## src/rtl/credit_scroll_ctrl_if.sv

```systemverilog
// rtl/credit_scroll_ctrl_if.sv - frame/game-state inputs and credit overlay outputs
interface credit_scroll_ctrl_if;
  logic        startOfFrame;
  logic        gameEnded;
  logic        restartReq;
  logic [10:0] topLeftX;
  logic [10:0] topLeftY;
  logic        creditVisible;
  logic        creditDone;
  logic        busy;

  modport master (
    output startOfFrame, gameEnded, restartReq,
    input  topLeftX, topLeftY, creditVisible, creditDone, busy
  );

  modport slave (
    input  startOfFrame, gameEnded, restartReq,
    output topLeftX, topLeftY, creditVisible, creditDone, busy
  );
endinterface

```

## src/rtl/credit_scroll_ctrl.sv

```systemverilog
// rtl/credit_scroll_ctrl.sv - end-of-game credit overlay sequencer
// Waits, scrolls the credit square up to its rest line, holds, then flags done.
module credit_scroll_ctrl #(
  parameter int X_POS           = 288,
  parameter int START_Y         = 480,
  parameter int END_Y           = 380,
  parameter int DELAY_FRAMES    = 60,
  parameter int FRAMES_PER_STEP = 2,
  parameter int STEP_PIXELS     = 1,
  parameter int HOLD_FRAMES     = 180
) (
  input  logic                 clk,
  input  logic                 resetN,
  credit_scroll_ctrl_if.slave  bus
);

  typedef enum logic [2:0] {IDLE, DELAY, SCROLL, HOLD, DONE} state_t;

  localparam logic [10:0] X_V     = 11'(X_POS);
  localparam logic [10:0] START_V = 11'(START_Y);
  localparam logic [10:0] END_V   = 11'(END_Y);
  localparam logic [15:0] DF      = 16'(DELAY_FRAMES);
  localparam logic [15:0] FPS     = 16'(FRAMES_PER_STEP);
  localparam logic [15:0] HF      = 16'(HOLD_FRAMES);

  state_t             state, state_nx;
  logic [15:0]        cnt, cnt_nx, cnt_inc;
  logic [10:0]        y_q, y_nx, y_step;
  logic signed [11:0] y_sub;
  logic               vis_q, vis_nx, done_q, done_nx, busy_q, busy_nx;

  assign cnt_inc = cnt + 16'd1;

  // Signed intermediate so a large step below END_Y clamps instead of wrapping.
  assign y_sub  = $signed({1'b0, y_q}) - $signed(12'(STEP_PIXELS));
  assign y_step = (y_sub < $signed({1'b0, END_V})) ? END_V : y_sub[10:0];

  always_comb begin
    state_nx = state;
    cnt_nx   = cnt;
    y_nx     = y_q;
    case (state)
      IDLE: begin
        y_nx = START_V;
        if (bus.gameEnded) state_nx = DELAY;
      end
      DELAY: begin
        if (DF == 16'd0) state_nx = SCROLL;
        else if (bus.startOfFrame) begin
          if (cnt_inc == DF) state_nx = SCROLL;
          else cnt_nx = cnt_inc;
        end
      end
      SCROLL: begin
        if (bus.startOfFrame) begin
          if (cnt_inc == FPS) begin
            cnt_nx = '0;
            y_nx   = y_step;
            if (y_step == END_V) state_nx = HOLD;
          end else begin
            cnt_nx = cnt_inc;
          end
        end
      end
      HOLD: begin
        y_nx = END_V;
        if (HF == 16'd0) state_nx = DONE;
        else if (bus.startOfFrame) begin
          if (cnt_inc == HF) state_nx = DONE;
          else cnt_nx = cnt_inc;
        end
      end
      DONE: begin
        if (bus.restartReq) begin
          state_nx = IDLE;
          y_nx     = START_V;
        end
      end
      default: begin
        state_nx = IDLE;
        y_nx     = START_V;
      end
    endcase

    // Counter restarts on every state entry, so an entry-cycle frame pulse is lost.
    if (state_nx != state) cnt_nx = '0;

    vis_nx  = state_nx inside {SCROLL, HOLD, DONE};
    done_nx = (state_nx == DONE);
    busy_nx = state_nx inside {DELAY, SCROLL, HOLD};
  end

  always_ff @(posedge clk or negedge resetN) begin
    if (!resetN) begin
      state  <= IDLE;
      cnt    <= '0;
      y_q    <= START_V;
      vis_q  <= 1'b0;
      done_q <= 1'b0;
      busy_q <= 1'b0;
    end else begin
      state  <= state_nx;
      cnt    <= cnt_nx;
      y_q    <= y_nx;
      vis_q  <= vis_nx;
      done_q <= done_nx;
      busy_q <= busy_nx;
    end
  end

  assign bus.topLeftX      = X_V;
  assign bus.topLeftY      = y_q;
  assign bus.creditVisible = vis_q;
  assign bus.creditDone    = done_q;
  assign bus.busy          = busy_q;

endmodule

```

## src/flat_wrapper.sv

```systemverilog
// flat-port wrapper written by rule: the top's interface ports become plain ports
module credit_scroll_ctrl_flat 
#(
  parameter int X_POS           = 288,
  parameter int START_Y         = 480,
  parameter int END_Y           = 380,
  parameter int DELAY_FRAMES    = 60,
  parameter int FRAMES_PER_STEP = 2,
  parameter int STEP_PIXELS     = 1,
  parameter int HOLD_FRAMES     = 180
)
  (clk, resetN, bus_startOfFrame, bus_gameEnded, bus_restartReq, bus_topLeftX, bus_topLeftY, bus_creditVisible, bus_creditDone, bus_busy);
  credit_scroll_ctrl_if bus_i ();
  input  logic clk;
  input  logic resetN;
  input wire logic [$bits(bus_i.startOfFrame)-1:0] bus_startOfFrame;
  input wire logic [$bits(bus_i.gameEnded)-1:0] bus_gameEnded;
  input wire logic [$bits(bus_i.restartReq)-1:0] bus_restartReq;
  output wire logic [$bits(bus_i.topLeftX)-1:0] bus_topLeftX;
  output wire logic [$bits(bus_i.topLeftY)-1:0] bus_topLeftY;
  output wire logic [$bits(bus_i.creditVisible)-1:0] bus_creditVisible;
  output wire logic [$bits(bus_i.creditDone)-1:0] bus_creditDone;
  output wire logic [$bits(bus_i.busy)-1:0] bus_busy;
  assign bus_i.startOfFrame = bus_startOfFrame;
  assign bus_i.gameEnded = bus_gameEnded;
  assign bus_i.restartReq = bus_restartReq;
  assign bus_topLeftX = bus_i.topLeftX;
  assign bus_topLeftY = bus_i.topLeftY;
  assign bus_creditVisible = bus_i.creditVisible;
  assign bus_creditDone = bus_i.creditDone;
  assign bus_busy = bus_i.busy;
  credit_scroll_ctrl #(.X_POS(X_POS), .START_Y(START_Y), .END_Y(END_Y), .DELAY_FRAMES(DELAY_FRAMES), .FRAMES_PER_STEP(FRAMES_PER_STEP), .STEP_PIXELS(STEP_PIXELS), .HOLD_FRAMES(HOLD_FRAMES)) u_core (.clk(clk), .resetN(resetN), .bus(bus_i));
endmodule
```

## config.mk

```make
export PLATFORM = sky130hd
export DESIGN_NAME = credit_scroll_ctrl_flat
export DESIGN_NICKNAME = d
export VERILOG_FILES = /design/src/rtl/credit_scroll_ctrl_if.sv /design/src/rtl/credit_scroll_ctrl.sv /design/src/flat_wrapper.sv
export SDC_FILE = /design/constraint.sdc
export NUM_CORES = 1
export LEC_CHECK = 0
export CAP_MARGIN = 20
export CORE_UTILIZATION = 40
export CTS_BUF_LIST = sky130_fd_sc_hd__clkbuf_4 sky130_fd_sc_hd__clkbuf_8 sky130_fd_sc_hd__clkbuf_16
export DETAILED_ROUTE_END_ITERATION = 6
export PLACE_DENSITY = 0.63
export SLEW_MARGIN = 20
export SYNTH_ARGS = -nofsm -noshare
export SYNTH_HDL_FRONTEND = slang
export SYNTH_SLANG_ARGS = --single-unit
export TNS_END_PERCENT = 100
```

## constraint.sdc

```tcl
create_clock -name clk -period 3.88 [get_ports clk]
set_input_delay 0.582 -clock clk [delete_from_list [all_inputs] [get_ports clk]]
set_output_delay 0.582 -clock clk [all_outputs]
set_load 0.02 [all_outputs]
```

**Word level (Yosys, flattened, before mapping)**

Cells that the tools add are included.

- Word-level logic and storage cells: 60
- Flip-flop bits (word level): 33
- Output and inout bits: 25
- Input bits: 5

- Add/sub/neg operators: 2
- Multiplexer cells: 23
- $lt $le $gt $ge: 1
- Bitwise operators: 1
- Reduce and logical (&&, ||, !) cells: 6
- Eq/ne operators: 21

Operator list:

| cell | count |
|---|---|
| $mux W16 | 7 |
| $pmux W16 S3 | 1 |
| $mux W11 | 4 |
| $pmux W11 S4 | 1 |
| $mux W3 | 9 |
| $add A16 B1 Y16 const B | 1 |
| $eq A16 B2 Y1 const B | 1 |
| $eq A16 B6 Y1 const B | 1 |
| $eq A16 B8 Y1 const B | 1 |
| $pmux W3 S5 | 1 |
| $eq A3 B2 Y1 const B | 4 |
| $lt A12 B10 Y1 const B | 1 |
| $sub A11 B1 Y12 const B | 1 |
| $eq A11 B9 Y1 const B | 1 |
| $ne A3 B2 Y1 const B | 3 |
| $eq A3 B1 Y1 const B | 2 |
| $eq A3 B3 Y1 const B | 2 |
| $ne A3 B3 Y1 const B | 2 |
| $reduce_and A6 Y1 | 1 |
| $reduce_bool A3 Y1 | 2 |
| $ne A2 B2 Y1 const B | 2 |
| $reduce_and A4 Y1 | 1 |
| $reduce_bool A4 Y1 | 1 |
| $logic_not A3 Y1 | 1 |
| other kinds (3) | 3 |

**Logic depth before layout (Yosys ltp)**

- Depth after elaboration: 11
- Mapped depth: 11
- Depth with buffers taken out: 9

**Worst setup path after synthesis**

No wires, ideal clock.

- Path kind: reg2reg
- Start point: reg u_core.cnt[0]
- End point: reg u_core.cnt[10]
- Data required time: 3.737 ns
- Stages on the path, launching flop included: 10
- Setup time: 0.143 ns
- Path buffers: 1
- Path slack: 0.961 ns
- Arrival time: 2.775 ns
- Period minus slack after synthesis: 2.919 ns
- Path through: dfrtp_1 ha_1 nand3_1 nor4_1 xor2_1 nor4_4 nand4_1 o21ai_1 clkbuf_1 a22oi_1

- Longest elaborated chain between the ends: 8
- Elaborated cells between the ends (all ways): 27
- Classes of those cells: add/sub: 1; eq/ne: 9; mux: 15; reduce/logical: 2

RTL lines:

| what | RTL line | source |
|---|---|---|
| start: declaration | credit_scroll_ctrl.sv:27 | `logic [15:0] cnt, cnt_nx, cnt_inc;` |
| start signal: assignment | credit_scroll_ctrl.sv:103 | `cnt <= cnt_nx;` |
| $add A16 B1 Y16 (*) | credit_scroll_ctrl.sv:32 | `assign cnt_inc = cnt + 16'd1;` |
| $eq A16 B8 Y1 (tied with other cells) | credit_scroll_ctrl.sv:69 | `if (cnt_inc == HF) state_nx = DONE;` |
| $mux W3, on equally long branches | credit_scroll_ctrl.sv:69, credit_scroll_ctrl.sv:50, credit_scroll_ctrl.sv:56 |  |
| $mux W3, on equally long branches | credit_scroll_ctrl.sv:68, credit_scroll_ctrl.sv:49, credit_scroll_ctrl.sv:55 |  |
| $pmux W3 S5 | credit_scroll_ctrl.sv:42 | `case (state)` |
| $ne A3 B3 Y1 | credit_scroll_ctrl.sv:86 | `if (state_nx != state) cnt_nx = '0;` |
| $ne A3 B3 Y1 (no line) (tied with other cells) | - |  |
| $reduce_and A6 Y1 (no line) | - |  |

Every way passes the cells marked *; elsewhere a longest branch is shown, timed or not. The select of a mux whose other input is x is not followed.
A chain may end at the register's enable or synchronous reset.

**Worst setup path after layout**

- Start point: reg u_core.cnt[3]
- End point: reg u_core.y_q[1], in the netlist u_core.bus.topLeftY[1]

- Longest elaborated chain between the ends: 4

RTL lines:

| what | RTL line | source |
|---|---|---|
| $add A16 B1 Y16 | credit_scroll_ctrl.sv:32 |  |
| $eq A16 B2 Y1 | credit_scroll_ctrl.sv:56 | `if (cnt_inc == FPS) begin` |
| $ne A2 B1 Y1 (no line) | - |  |
| $reduce_and A4 Y1 (no line) | - |  |
| end signal: assignment | credit_scroll_ctrl.sv:104 | `y_q <= y_nx;` |
| end: declaration | credit_scroll_ctrl.sv:28 | `logic [10:0] y_q, y_nx, y_step;` |

No other way between the ends.

==> run metrics <==
die area=about 0.0071 sq mm; TritonCTS Buffers=5; Die Span Y=roughly 84 microns; largest net degree at the start of global routing=34; Worst VDD drop=0.000173 V; max-slew violation count=0; Layout Skew=0.00944 ns; global-route wire length before repair=11000 microns; DP Area=about 0.0029 sq mm; WP data required=4.09 ns; Max Freq=299 MHz; Slew @ Worst Pin=0.910 ns; CTS tree=yes; most frequent cells in the layout=29 x dfrtp_1, 22 x nand2_1, 21 x nor2_1, 18 x nand3_1, 18 x clkdlybuf4s50_1; Gate power share=42.0%; met1 WL=3190 microns; Primary FF master, synth=dfrtp_1; EDFF count, synth=0; Worst setup EP type=register; DRT Wirelength=6580 microns; vias=~2500; per-cell routed wire length=about 16 microns; gp weighted congestion=between 0.8 and 0.9; DR iter-0 viols=roughly 150; largest fanout on the critical path=14; Critical Path Source Type=register; Sw Share=~45%; cts hold-fix bufs=0; initial antenna violation count=0; Post-Route Utilization=45.7%; Slew HR=39.0%; P_int=0.784 mW; root buf cell=clkbuf_8; crit path time final=3.34 ns; layout net count=346; CTS H-tree lvls=2; failing checks=DRC; final instance area=0.00295 sq mm; Synth async-reset ratio=100%; CP most frequent cell=nand4_1; # DRC=3; setup TNS=0 ns; Post-CTS Repair Setup Buffers=0; Max Cap Viol=0; outcome=complete, but fails checks; Core ar.=0.00646 sq mm; die width=84.3 microns; crit path buf inv count=0; clk_lat worst skew=0.29 ns; Clock Power Share=18.4%; synth-to-layout area growth=8.82%; static leakage=1.21 nW; maximum clock insertion buffer count=2; CP Class=register to register; critical path arrival=3.55 ns; register area share after synthesis=between 30% and 40%; register bit count reported by yosys=33; vias per cell=6.09; Synth cell types=65; remaining antenna violation count=0; Max Used Layer=met4; Syn Area/Cell=8.14 sq um; Top Ports=30; Initial Util=42.0%; GR Overflow Total=0; CTS resizes=0; worst hold slack=roughly 0.5 ns; most common cell after layout, fill and taps aside=dfrtp_1; critical-path cell list=nand4_1 -> nor4_1 -> xor2_1 -> nor4_4 -> nand4_1 -> or3_4 -> o2bb2ai_1; total power per unit cell area=483 mW/mm^2; Crit-path slowest cell=dfrtp_1; Final Hold Vio Count=0; CP delay by family, top=simple AND/OR/NAND/NOR gates; P_sw=0.641 mW; Global Route Usage Sum=19.1%; Synth Warn #=0; Mapped Cells=333; unrepaired setup endpoints after global routing=no; max incr delay on CP=0.57 ns; Port Buf Inserts=18; Cell Area, Synth=0.00271 sq mm; CTS Sinks=33; Rows=29; metal3 WL=291 microns; ANT cells=0; period utilization=between 80% and 90%; detailed placement HPWL=approximately 4700 microns; Setup Viol. Count Final=0; CTS clock-pin slew for the worst setup and hold paths=0.08 ns; Sequential Power Share=39.5%; vias in the first global route=between 2000 and 2500; met2 WL post-DR=3020 microns; layout cells sized above 1=7.40%; Initial DRT Pass Iterations=6; Design Power=roughly 1.4 mW; worst min path class=register to register
[cell families after synthesis]
| logic type | count (synthesis) | share of synthesized area (%) |
|---|---|---|
| fa+ha+maj | 4 | 1.85 |
| flops | 33 | 30.7 |
| buf+inv | 46 | 8.59 |
| mux | 1 | 0.369 |
| other cells | 2 | 0.277 |
| simple gates | 142 | 30.2 |
| xor+xnor | 16 | 5.17 |
| compound gates | 89 | 22.9 |
[power groups by stage]
stage	sequential [mW]	clock [mW]	combinational, mW
after CTS	0.563	0.276	0.598
after global placement	0.567	0	0.593
after global routing	0.583	0.292	0.664
after floorplan	0.497	0	0.519
after detailed placement	0.568	0	0.592
final	0.563	0.262	0.599
[worst min-delay path: stages, from the launching register on]
cell	delay, ns
dfstp_2	0.40
inv_1	0.05
a32oi_1	0.05
[path summary, 6_finish.rpt]
check,slack [ns],endpoint,startpoint,cells after the start
max in group asynchronous,2.83,u_core.bus.topLeftY[7]$_DFFE_PN1P_,resetN,2
worst min register to register,0.50,u_core.bus.topLeftY[5]$_DFFE_PN1P_,u_core.bus.topLeftY[5]$_DFFE_PN1P_,2
min in group asynchronous,0.69,u_core.bus.topLeftY[0]$_DFFE_PN0P_,resetN,2
worst max register to register,0.54,u_core.bus.topLeftY[1]$_DFFE_PN0P_,u_core.cnt[3]$_DFFE_PN0P_,7
worst min-delay path,0.50,u_core.bus.topLeftY[5]$_DFFE_PN1P_,u_core.bus.topLeftY[5]$_DFFE_PN1P_,2
worst max-delay path,0.54,u_core.bus.topLeftY[1]$_DFFE_PN0P_,u_core.cnt[3]$_DFFE_PN0P_,7
[flip-flops by register name, indices dropped and copies added (netlist names)]
signal                    flops
u_core.cnt                   16
u_core.bus.topLeftY          11
u_core.state                  3
u_core.bus.busy               1
u_core.bus.creditDone         1
u_core.bus.creditVisible      1
[per-stage QoR]
stage          std cells  worst slack [ns]
2_1_floorplan        342             0.961
3_3_place_gp         407             0.633
3_5_place_dp         407             0.527
4_1_cts              415             0.512
5_1_grt              415            0.0921
6_report             415             0.541
[cell usage after synthesis, drive strengths merged (2+ instances only)]
| cell | number | area, sq um |
|---|---|---|
| dfrtp | 29 | 726 |
| nand2 | 22 | 82.6 |
| nor2 | 21 | 78.8 |
| nand3 | 18 | 90.1 |
| buf | 17 | 124 |
| clkbuf | 17 | 63.8 |
| o21ai | 16 | 80.1 |
| a21oi | 15 | 75.1 |
| nor4 | 14 | 109 |
| nand4 | 13 | 81.3 |
| inv | 12 | 45.0 |
| or3 | 10 | 72.6 |
| a22oi | 9 | 67.6 |
| nand2b | 8 | 50.1 |
| xnor2 | 8 | 70.1 |
| xor2 | 8 | 70.1 |
| and3 | 6 | 37.5 |
| nor3 | 6 | 30.0 |
| a31oi | 5 | 31.3 |
| nand3b | 5 | 37.5 |
| a2111oi | 4 | 35.0 |
| a21boi | 4 | 30.0 |
| a41oi | 4 | 35.0 |
| and4 | 4 | 35.0 |
| dfstp | 4 | 105 |
| ha | 4 | 50.1 |
| o31ai | 4 | 30.0 |
| or4 | 4 | 33.8 |
| o211a | 3 | 30.0 |
| o211ai | 3 | 22.5 |
| or2 | 3 | 18.8 |
| a211oi | 2 | 15.0 |
| a21o | 2 | 15.0 |
| a311oi | 2 | 17.5 |
| a32oi | 2 | 17.5 |
| and2 | 2 | 12.5 |
| conb | 2 | 7.51 |
| o21bai | 2 | 15.0 |
[layout make-up]
cell class,instances,area [sq um]
Sequential cell,33,831
Multi-Input combinational cell,263,1680
Timing Repair Buffer,22,210
Tap cell,77,96.3
Clock inverter,3,17.5
Clock buffer,5,68.8
Fill cell,641,3510
Inverter,12,45.0
[routing by layer]
layer / track usage (%) / vias up
met5: 0 / -
met4: 5.33 / 0
met3: 4.13 / 8
met2: 30.8 / 66
met1: 25.8 / 1210
li1: - / 1245
Power figures use the tool's default switching activity.
